===== src/rtl/wb_regfile_writer_if.sv =====
// Purpose : bundles the WB-stage writeback bus, the two ID-stage read ports and
//           the GTE coprocessor valid/ready write channel into one port group.
// Ports   : WB_* writeback bundle in, WB_WriteData/WB_GteStall out;
//           ID_Rs/ID_Rt in, ID_ReadData1/2 out; GTE_Valid/Addr/Data out, GTE_Ready in.
// Modports: slave = the register-file writer; master = the pipeline/GTE side driving it.
interface wb_regfile_writer_if #(
  parameter int ADDR_WIDTH = 5
);
  // WB-stage bundle from the MEM/WB pipeline register
  logic                  WB_RegWrite;
  logic                  WB_MemtoReg;
  logic [31:0]           WB_ReadData;
  logic [31:0]           WB_ALU_Result;
  logic [ADDR_WIDTH-1:0] WB_RtRd;
  logic                  WB_Gte;

  // Writeback results back toward the pipeline
  logic [31:0]           WB_WriteData;
  logic                  WB_GteStall;

  // ID-stage read ports
  logic [ADDR_WIDTH-1:0] ID_Rs;
  logic [ADDR_WIDTH-1:0] ID_Rt;
  logic [31:0]           ID_ReadData1;
  logic [31:0]           ID_ReadData2;

  // GTE coprocessor write channel
  logic                  GTE_Valid;
  logic                  GTE_Ready;
  logic [ADDR_WIDTH-1:0] GTE_Addr;
  logic [31:0]           GTE_Data;

  modport slave (
    input  WB_RegWrite, WB_MemtoReg, WB_ReadData, WB_ALU_Result, WB_RtRd, WB_Gte,
    input  ID_Rs, ID_Rt,
    input  GTE_Ready,
    output WB_WriteData, WB_GteStall,
    output ID_ReadData1, ID_ReadData2,
    output GTE_Valid, GTE_Addr, GTE_Data
  );

  modport master (
    output WB_RegWrite, WB_MemtoReg, WB_ReadData, WB_ALU_Result, WB_RtRd, WB_Gte,
    output ID_Rs, ID_Rt,
    output GTE_Ready,
    input  WB_WriteData, WB_GteStall,
    input  ID_ReadData1, ID_ReadData2,
    input  GTE_Valid, GTE_Addr, GTE_Data
  );
endinterface


===== src/rtl/wb_regfile_writer.sv =====
// Purpose : WB-stage sink; selects the writeback value, commits it to the GPR file
//           (r0 hardwired to zero) and forwards GTE-flagged writes through a one-entry buffer.
// Latency : WB_WriteData, ID reads and WB_GteStall are combinational; GPR write and
//           GTE capture take effect at the next rising clock edge.
// Backpressure: the GTE buffer holds its request until GTE_Ready; a new GTE write arriving
//           while the buffer is full and unaccepted raises WB_GteStall so upstream holds it.
// Ports   : clock, reset (synchronous, active-high); bus = wb_regfile_writer_if.slave
//           carrying the WB bundle, ID read ports and GTE valid/ready channel.
// Config  : define WB_BYPASS_EN to let ID reads see a GPR being written in the same cycle;
//           without it reads return the pre-edge contents.
module wb_regfile_writer #(
  parameter int NUM_REGS   = 32,
  parameter int ADDR_WIDTH = 5
) (
  input  logic               clock,
  input  logic               reset,
  wb_regfile_writer_if.slave bus
);

  // The index must exactly cover the register file.
  if (NUM_REGS != (1 << ADDR_WIDTH)) begin : g_bad_cfg
    $error("wb_regfile_writer: NUM_REGS must equal 2**ADDR_WIDTH");
  end

  typedef enum logic {
    S_IDLE = 1'b0,
    S_PEND = 1'b1
  } gte_state_t;

  // ------------------------------------------------------------------
  // Writeback value selection and write decode
  // ------------------------------------------------------------------
  logic [31:0] wb_write_data;
  logic        gpr_we;
  logic        gte_req;

  assign wb_write_data = bus.WB_MemtoReg ? bus.WB_ReadData : bus.WB_ALU_Result;

  // Writes to r0 are dropped here so the array entry stays zero after reset.
  assign gpr_we  = bus.WB_RegWrite & ~bus.WB_Gte & (bus.WB_RtRd != '0);
  assign gte_req = bus.WB_RegWrite &  bus.WB_Gte;

  // ------------------------------------------------------------------
  // GPR file
  // ------------------------------------------------------------------
  logic [31:0] regs [NUM_REGS];

  // Not gated by the GTE stall: a held non-GTE write simply rewrites the same value.
  always_ff @(posedge clock) begin
    if (reset) begin
      for (int i = 0; i < NUM_REGS; i++) begin
        regs[i] <= '0;
      end
    end else if (gpr_we) begin
      regs[bus.WB_RtRd] <= wb_write_data;
    end
  end

  logic [31:0] rd_data1;
  logic [31:0] rd_data2;

  always_comb begin
    rd_data1 = (bus.ID_Rs == '0) ? '0 : regs[bus.ID_Rs];
    rd_data2 = (bus.ID_Rt == '0) ? '0 : regs[bus.ID_Rt];
`ifdef WB_BYPASS_EN
    // gpr_we already excludes r0, so the zero-register rule still holds.
    if (gpr_we && (bus.ID_Rs == bus.WB_RtRd)) begin
      rd_data1 = wb_write_data;
    end
    if (gpr_we && (bus.ID_Rt == bus.WB_RtRd)) begin
      rd_data2 = wb_write_data;
    end
`else
    // Pre-edge contents only; WB-to-ID hazards are resolved by the hazard unit.
`endif
  end

  // ------------------------------------------------------------------
  // GTE one-entry buffer
  // ------------------------------------------------------------------
  gte_state_t            state_q,    state_d;
  logic [ADDR_WIDTH-1:0] gte_addr_q, gte_addr_d;
  logic [31:0]           gte_data_q, gte_data_d;
  logic                  gte_stall;

  always_ff @(posedge clock) begin
    if (reset) begin
      // A pending request is dropped without a handshake.
      state_q    <= S_IDLE;
      gte_addr_q <= '0;
      gte_data_q <= '0;
    end else begin
      state_q    <= state_d;
      gte_addr_q <= gte_addr_d;
      gte_data_q <= gte_data_d;
    end
  end

  always_comb begin
    state_d    = state_q;
    gte_addr_d = gte_addr_q;
    gte_data_d = gte_data_q;
    gte_stall  = 1'b0;

    unique case (state_q)
      S_IDLE: begin
        if (gte_req) begin
          gte_addr_d = bus.WB_RtRd;
          gte_data_d = wb_write_data;
          state_d    = S_PEND;
        end
      end
      S_PEND: begin
        if (bus.GTE_Ready) begin
          if (gte_req) begin
            // Slot frees this edge and refills immediately: no bubble.
            gte_addr_d = bus.WB_RtRd;
            gte_data_d = wb_write_data;
          end else begin
            state_d = S_IDLE;
          end
        end else if (gte_req) begin
          // Buffer full and not draining; upstream re-presents the request.
          gte_stall = 1'b1;
        end
      end
      default: begin
        state_d = S_IDLE;
      end
    endcase
  end

  // ------------------------------------------------------------------
  // Outputs
  // ------------------------------------------------------------------
  assign bus.WB_WriteData = wb_write_data;
  assign bus.WB_GteStall  = gte_stall;
  assign bus.ID_ReadData1 = rd_data1;
  assign bus.ID_ReadData2 = rd_data2;

  // Valid is pure registered state, never a combinational function of GTE_Ready.
  assign bus.GTE_Valid = (state_q == S_PEND);
  assign bus.GTE_Addr  = gte_addr_q;
  assign bus.GTE_Data  = gte_data_q;

  // A request that is offered but not taken must stay put.
  a_gte_hold : assert property (
    @(posedge clock) disable iff (reset)
      ((state_q == S_PEND) && !bus.GTE_Ready)
        |=> ((state_q == S_PEND) && $stable(gte_addr_q) && $stable(gte_data_q))
  );

endmodule


===== src/flat_wrapper.sv =====
// flat-port wrapper written by rule: the top's interface ports become plain ports
module wb_regfile_writer_flat 
#(
  parameter int NUM_REGS   = 32,
  parameter int ADDR_WIDTH = 5
)
  (clock, reset, bus_WB_RegWrite, bus_WB_MemtoReg, bus_WB_ReadData, bus_WB_ALU_Result, bus_WB_RtRd, bus_WB_Gte, bus_ID_Rs, bus_ID_Rt, bus_GTE_Ready, bus_WB_WriteData, bus_WB_GteStall, bus_ID_ReadData1, bus_ID_ReadData2, bus_GTE_Valid, bus_GTE_Addr, bus_GTE_Data);
  wb_regfile_writer_if #(.ADDR_WIDTH(ADDR_WIDTH)) bus_i ();
  input  logic clock;
  input  logic reset;
  input wire logic [$bits(bus_i.WB_RegWrite)-1:0] bus_WB_RegWrite;
  input wire logic [$bits(bus_i.WB_MemtoReg)-1:0] bus_WB_MemtoReg;
  input wire logic [$bits(bus_i.WB_ReadData)-1:0] bus_WB_ReadData;
  input wire logic [$bits(bus_i.WB_ALU_Result)-1:0] bus_WB_ALU_Result;
  input wire logic [$bits(bus_i.WB_RtRd)-1:0] bus_WB_RtRd;
  input wire logic [$bits(bus_i.WB_Gte)-1:0] bus_WB_Gte;
  input wire logic [$bits(bus_i.ID_Rs)-1:0] bus_ID_Rs;
  input wire logic [$bits(bus_i.ID_Rt)-1:0] bus_ID_Rt;
  input wire logic [$bits(bus_i.GTE_Ready)-1:0] bus_GTE_Ready;
  output wire logic [$bits(bus_i.WB_WriteData)-1:0] bus_WB_WriteData;
  output wire logic [$bits(bus_i.WB_GteStall)-1:0] bus_WB_GteStall;
  output wire logic [$bits(bus_i.ID_ReadData1)-1:0] bus_ID_ReadData1;
  output wire logic [$bits(bus_i.ID_ReadData2)-1:0] bus_ID_ReadData2;
  output wire logic [$bits(bus_i.GTE_Valid)-1:0] bus_GTE_Valid;
  output wire logic [$bits(bus_i.GTE_Addr)-1:0] bus_GTE_Addr;
  output wire logic [$bits(bus_i.GTE_Data)-1:0] bus_GTE_Data;
  assign bus_i.WB_RegWrite = bus_WB_RegWrite;
  assign bus_i.WB_MemtoReg = bus_WB_MemtoReg;
  assign bus_i.WB_ReadData = bus_WB_ReadData;
  assign bus_i.WB_ALU_Result = bus_WB_ALU_Result;
  assign bus_i.WB_RtRd = bus_WB_RtRd;
  assign bus_i.WB_Gte = bus_WB_Gte;
  assign bus_i.ID_Rs = bus_ID_Rs;
  assign bus_i.ID_Rt = bus_ID_Rt;
  assign bus_i.GTE_Ready = bus_GTE_Ready;
  assign bus_WB_WriteData = bus_i.WB_WriteData;
  assign bus_WB_GteStall = bus_i.WB_GteStall;
  assign bus_ID_ReadData1 = bus_i.ID_ReadData1;
  assign bus_ID_ReadData2 = bus_i.ID_ReadData2;
  assign bus_GTE_Valid = bus_i.GTE_Valid;
  assign bus_GTE_Addr = bus_i.GTE_Addr;
  assign bus_GTE_Data = bus_i.GTE_Data;
  wb_regfile_writer #(.NUM_REGS(NUM_REGS), .ADDR_WIDTH(ADDR_WIDTH)) u_core (.clock(clock), .reset(reset), .bus(bus_i));
endmodule

===== config.mk =====
export PLATFORM = sky130hd
export DESIGN_NAME = wb_regfile_writer_flat
export DESIGN_NICKNAME = d
export VERILOG_FILES = /design/src/rtl/wb_regfile_writer_if.sv /design/src/rtl/wb_regfile_writer.sv /design/src/flat_wrapper.sv
export SDC_FILE = /design/constraint.sdc
export NUM_CORES = 2
export LEC_CHECK = 0
export CORE_ASPECT_RATIO = 0.9
export CORE_MARGIN = 5
export CORE_UTILIZATION = 35
export CTS_CLUSTER_DIAMETER = 100
export DETAILED_ROUTE_END_ITERATION = 12
export PLACE_DENSITY = 0.55
export SKIP_LAST_GASP = 1
export SYNTH_ARGS = -nofsm -noshare
export SYNTH_HDL_FRONTEND = slang
export SYNTH_SLANG_ARGS = --single-unit

===== constraint.sdc =====
create_clock -name clock -period 5.65 [get_ports clock]
set_input_delay 1.13 -clock clock [delete_from_list [all_inputs] [get_ports clock]]
set_output_delay 1.13 -clock clock [all_outputs]
set_load 0.02 [all_outputs]

---- Yosys cells after proc, flatten, opt, wreduce, memory -nomap -nowiden ----
Memory sizes are Yosys's and may differ from the RTL's.
Cells that the tools add are included.
word-level totals
  register bits ........................... 38
  RAM bits ................................ 1024
  input bits .............................. 85
  output and inout port bits .............. 135
  memories kept ........................... 1
memories
  memory       words  width  read ports  clocked after memory_dff  write ports  RTL line                 text
  u_core.regs  32     32     2           0                         32           wb_regfile_writer.sv:46  logic [31:0] regs [NUM_REGS];
cells by class
  equality and inequality tests ........... 1
  mux-type cells .......................... 22
  bitwise gates (word level) .............. 5
  reductions and logical operators ........ 4
operator list
  cell                  number
  $mux W32              6
  $pmux W32 S2          1
  $reduce_or A32 Y1     1
  $mux W5               3
  $logic_not A5 Y1      2
  $mux W1               10
  $pmux W5 S2           1
  $reduce_bool A5 Y1    1
  $and A1 B1 Y1         3
  $ne A2 B2 Y1 const B  1
  $not A1 Y1            2
  $pmux W1 S2           1

---- Depth between registers and ports, before layout ----
  depth in word-level cells ............... 8
  depth in mapped cells ................... 7
  mapped depth without buffers ............ 4

---- Least setup slack after synthesis ----
No wires, ideal clock.
  path kind ............................... input -> output
  start ................................... input port bus_ID_Rt[1]
  end ..................................... output port bus_ID_ReadData2[15]
  arrival ................................. 2.845 ns
  data required time ...................... 4.520 ns
  path slack .............................. 1.675 ns
  stages .................................. 7
  buffers on the path ..................... 3
  cell sequence ........................... buf_4 -> buf_4 -> nor2b_1 -> clkbuf_1 -> a221oi_1 -> o21ai_0 -> a311oi_1
between the ends
  word-level cells in the longest chain between the ends .. 2
RTL lines
  element                                              RTL line                 text
  start: declaration                                   flat_wrapper.sv:18       input wire logic [$bits(bus_i.ID_Rt)-1:0] bus_ID_Rt;
  $mem_v2 Z32 W32 or $logic_not A5 Y1 (tied branches)  -
  $mux W32 *                                           wb_regfile_writer.sv:64  rd_data2 = (bus.ID_Rt == '0) ? '0 : regs[bus.ID_Rt];
  end: declaration                                     flat_wrapper.sv:23       output wire logic [$bits(bus_i.ID_ReadData2)-1:0] bus_ID_ReadData2;
Every way passes the cells marked *; elsewhere a longest branch is shown, timed or not.

---- Worst setup path in the final report ----
  start ................................... input port bus_ID_Rt[0]
  end ..................................... output port bus_ID_ReadData2[13]
The elaborated chain is that of the path after synthesis.

==> impl_metrics.yaml <==
drt:
  viasPerCell: 6.22
  first_iter_violations: 6236
  drc: 0
  first_pass_iters: 6
  post_drt_wl_per_cell_um: 35.3
  ant_nets: 0
  vias: 38059
  routed_wl_mm: 216
outcome:
  status: "finished clean"
logic_synthesis:
  synth_edf_count: 1024
  synthArstFlopShare: 0
  synth.avg_cell_area_um2: 14.1
  synthDistinctLibCells: 38
  synth_seq_cells: 1062
  netlist_instances: 3827
  synth_largest_area_cell: "edfxtp_1"
  yosys_most_used_dff: "edfxtp_1"
  synth_xor_area_frac: 0
  synth_top_family_by_area: "multiplexers"
  synthAdderAreaFrac: 0
  yosys.area_share.simple: 0.0967
  yosys_warnings: 0
  ys_top_cells_by_area: "edfxtp_1 (57%), mux4_2 (19%), nor2_1 (6.6%), mux2i_1 (3.0%), clkbuf_1 (1.6%)"
  synth_compound_area_frac: 0.0537
  synth_seq_area_share: 0.582
  synth_area_mm2: 0.0541
  synthMuxAreaShare: 0.229
  synth_top_area_frac: 0.568
die:
  floorplan.initialDensity: 0.353
  num_rows: 136
  coreArea_mm2: 0.153
  die_w_um: 424
  pin_count: 220
  dieArea_mm2: 0.163
  die_h_um: 383
timing:
  fmax_ghz: 0.193
  worst_pin_slew_ns: 1.05
  fin_crit_sh: 0.919
  rsz0062_at_grt: "false"
  slew_violations: 0
  tns_ns: 0
  slew_headroom: 0.303
  finalSetupViolCount: 0
  hold_viol_final: 0
  fin_skew_ns: 0.00935
  hold_ws_ns: 0.456
  finalCriticalPeriod_ns: 5.19
worst_setup_path:
  arrival_ns: 4.06
  critPathKind: "primary input to output pin"
  crit_fanout: 28
  path_cells: "buf_6, buf_12, buf_4, mux4_2, nor2b_1, a211oi_1, a311oi_1, buf_4"
  ff2ff_path_depth: 5
  worst_ep_required_time_ns: 4.52
  startpoint_type: "primary input"
  r2r_end: "u_core.bus.GTE_Data[5]"
  crit_slowest_cell: "a211oi_1"
  cpPeakStageDelay_ns: 0.58
  critPathCaptureType: "output pin"
  r2r_slack_ns: 3.50
  crit_path_frequent_cell: "buf_4"
  worst_r2r_startpoint: "u_core.bus.GTE_Valid"
cells_and_area:
  finish.utilization: 0.416
  layout-drive-gt1-share: 0.292
  areaGrowthSynthToFinish_pct: 17.7
  fillCellCount: 13874
  nets: 4102
  multi_input_area_mm2: 0.0213
  seq_area_mm2: 0.0315
clocking:
  cts_tree: "yes"
  cts.clk_slew.worst_paths_ns: 0.06
  cts_max_level: 3
  ctsHoldBuffers: 0
  cts.sinks: 1062
  post_cts_resized: 0
  cts_buffers: 112
  cts_setup_buffers: 0
  cts-root-buf: "clkbuf_16"
  worstSkewPairLatency_ns: 0.73
  clk_path_buf_depth: 3
global_routing:
  grt_overflow: 0
  antenna_found_initial: 2
  grtUsageTotal: 0.260
  first_global_vias: 37220
  grt_max_degree: 73
  grt_first_pass_wirelength_mm: 298
min_path:
  min_from: "u_core.bus.GTE_Addr[2]"
  hold_depth: 2
  min_to: "u_core.bus.GTE_Addr[2]"
  hp-class: "flop to flop"
flow_run:
  maxCapViolations: 0
power_and_ir_drop:
  cellLeakagePower_nw: 21.8
  vdd_ir_drop_max_mv: 0.273
  power_density_mw_per_mm2: 309
  power_mw: 19.7
placed_design:
  dp_hpwl_mm: 131
  port_buffers: 219
  gp_congestion: 0.865
power by group:
part / internal, mW / switching (mW) / leakage (nW)
Combinational: 1.16 / 1.69 / 9.96
Sequential: 9.05 / 0.220 / 10.1
Clock: 4.25 / 3.32 / 1.79
Total: 14.5 / 5.24 / 21.8
cells in the mapped netlist (73+ instances only):
cell type	count
buf_2	146
nor2_2	90
nor2_1	945
edfxtp_1	1024
nand2_1	74
mux2i_1	160
mux4_2	448
a211oi_1	96
nor2b_1	73
clkbuf_1	229
o21ai_0	102
layout by cell type (no fill, tap or decap), drive strengths merged, types with 8 or more instances in the layout:
cell type	count
a211oi	96
a221oi	47
a22oi	64
a311oi	64
buf	316
bufinv	12
clkbuf	138
clkdlybuf4s50	146
clkinv	48
clkinvlp	8
conb	32
dfxtp	38
edfxtp	1024
inv	40
mux2	64
mux2i	160
mux4	448
nand2	76
nand2b	34
nor2	1035
nor2b	73
o2111ai	17
o21ai	111
registers in the layout, summed over array words and instances, names as in the netlist:
name,count
u_core.bus.GTE_Data,32
u_core.bus.GTE_Addr,5
u_core.regs,1024
u_core.bus.GTE_Valid,1
critical path, delay by kind of cell:
family,cells,cell delay (ns)
AND/OR/NAND/NOR,1,0.15
buffers and inverters,4,1.26
AO/OA/AOI/OAI,2,0.89
multiplexers,1,0.50
cell type report:
class / count / share of cell area
Clock inverter: 74 / 0.0117
Timing Repair Buffer: 462 / 0.0718
Inverter: 34 / 0.00204
Antenna cell: 2 / 0.0000786
Sequential cell: 1062 / 0.495
Multi-Input combinational cell: 2345 / 0.334
Clock buffer: 138 / 0.0460
Tap cell: 2001 / 0.0393
stage by stage:
step                      setup WS, ns  instances  cell area [um^2]
after floorplan                   1.68       3858             54200
after global placement           0.447       5904             60000
after detailed placement         0.434       5904             60000
after CTS                        0.422       6116             63700
after global routing             0.399       6116             63700
final                            0.459       6118             63700
logic make-up after synthesis:
family                 count (synthesis)
AOI/OAI and AO/OA                    405
buffers and inverters                451
DFF                                 1062
muxes                                672
other                                  1
and+or+nand+nor                     1236
layer usage:
metal	wire [um]	track usage	share of wire
met2	96600	0.396	0.45
met1	84600	0.358	0.39
met3	25100	0.0685	0.12
met4	9480	0.100	0.044
met5	0	0	0
worst max path at each step:
| stage | from | to | slack (ns) |
|---|---|---|---|
| 2_1_floorplan | bus_ID_Rt[1] | bus_ID_ReadData2[15] | 1.68 |
| 3_3_place_gp | bus_ID_Rt[0] | bus_ID_ReadData2[13] | 0.45 |
| 3_5_place_dp | bus_ID_Rt[0] | bus_ID_ReadData2[13] | 0.43 |
| 4_1_cts | bus_ID_Rt[0] | bus_ID_ReadData2[13] | 0.42 |
| 5_1_grt | bus_ID_Rt[0] | bus_ID_ReadData2[13] | 0.40 |
| 6_report | bus_ID_Rt[0] | bus_ID_ReadData2[13] | 0.46 |
Power figures use the tool's default switching activity.
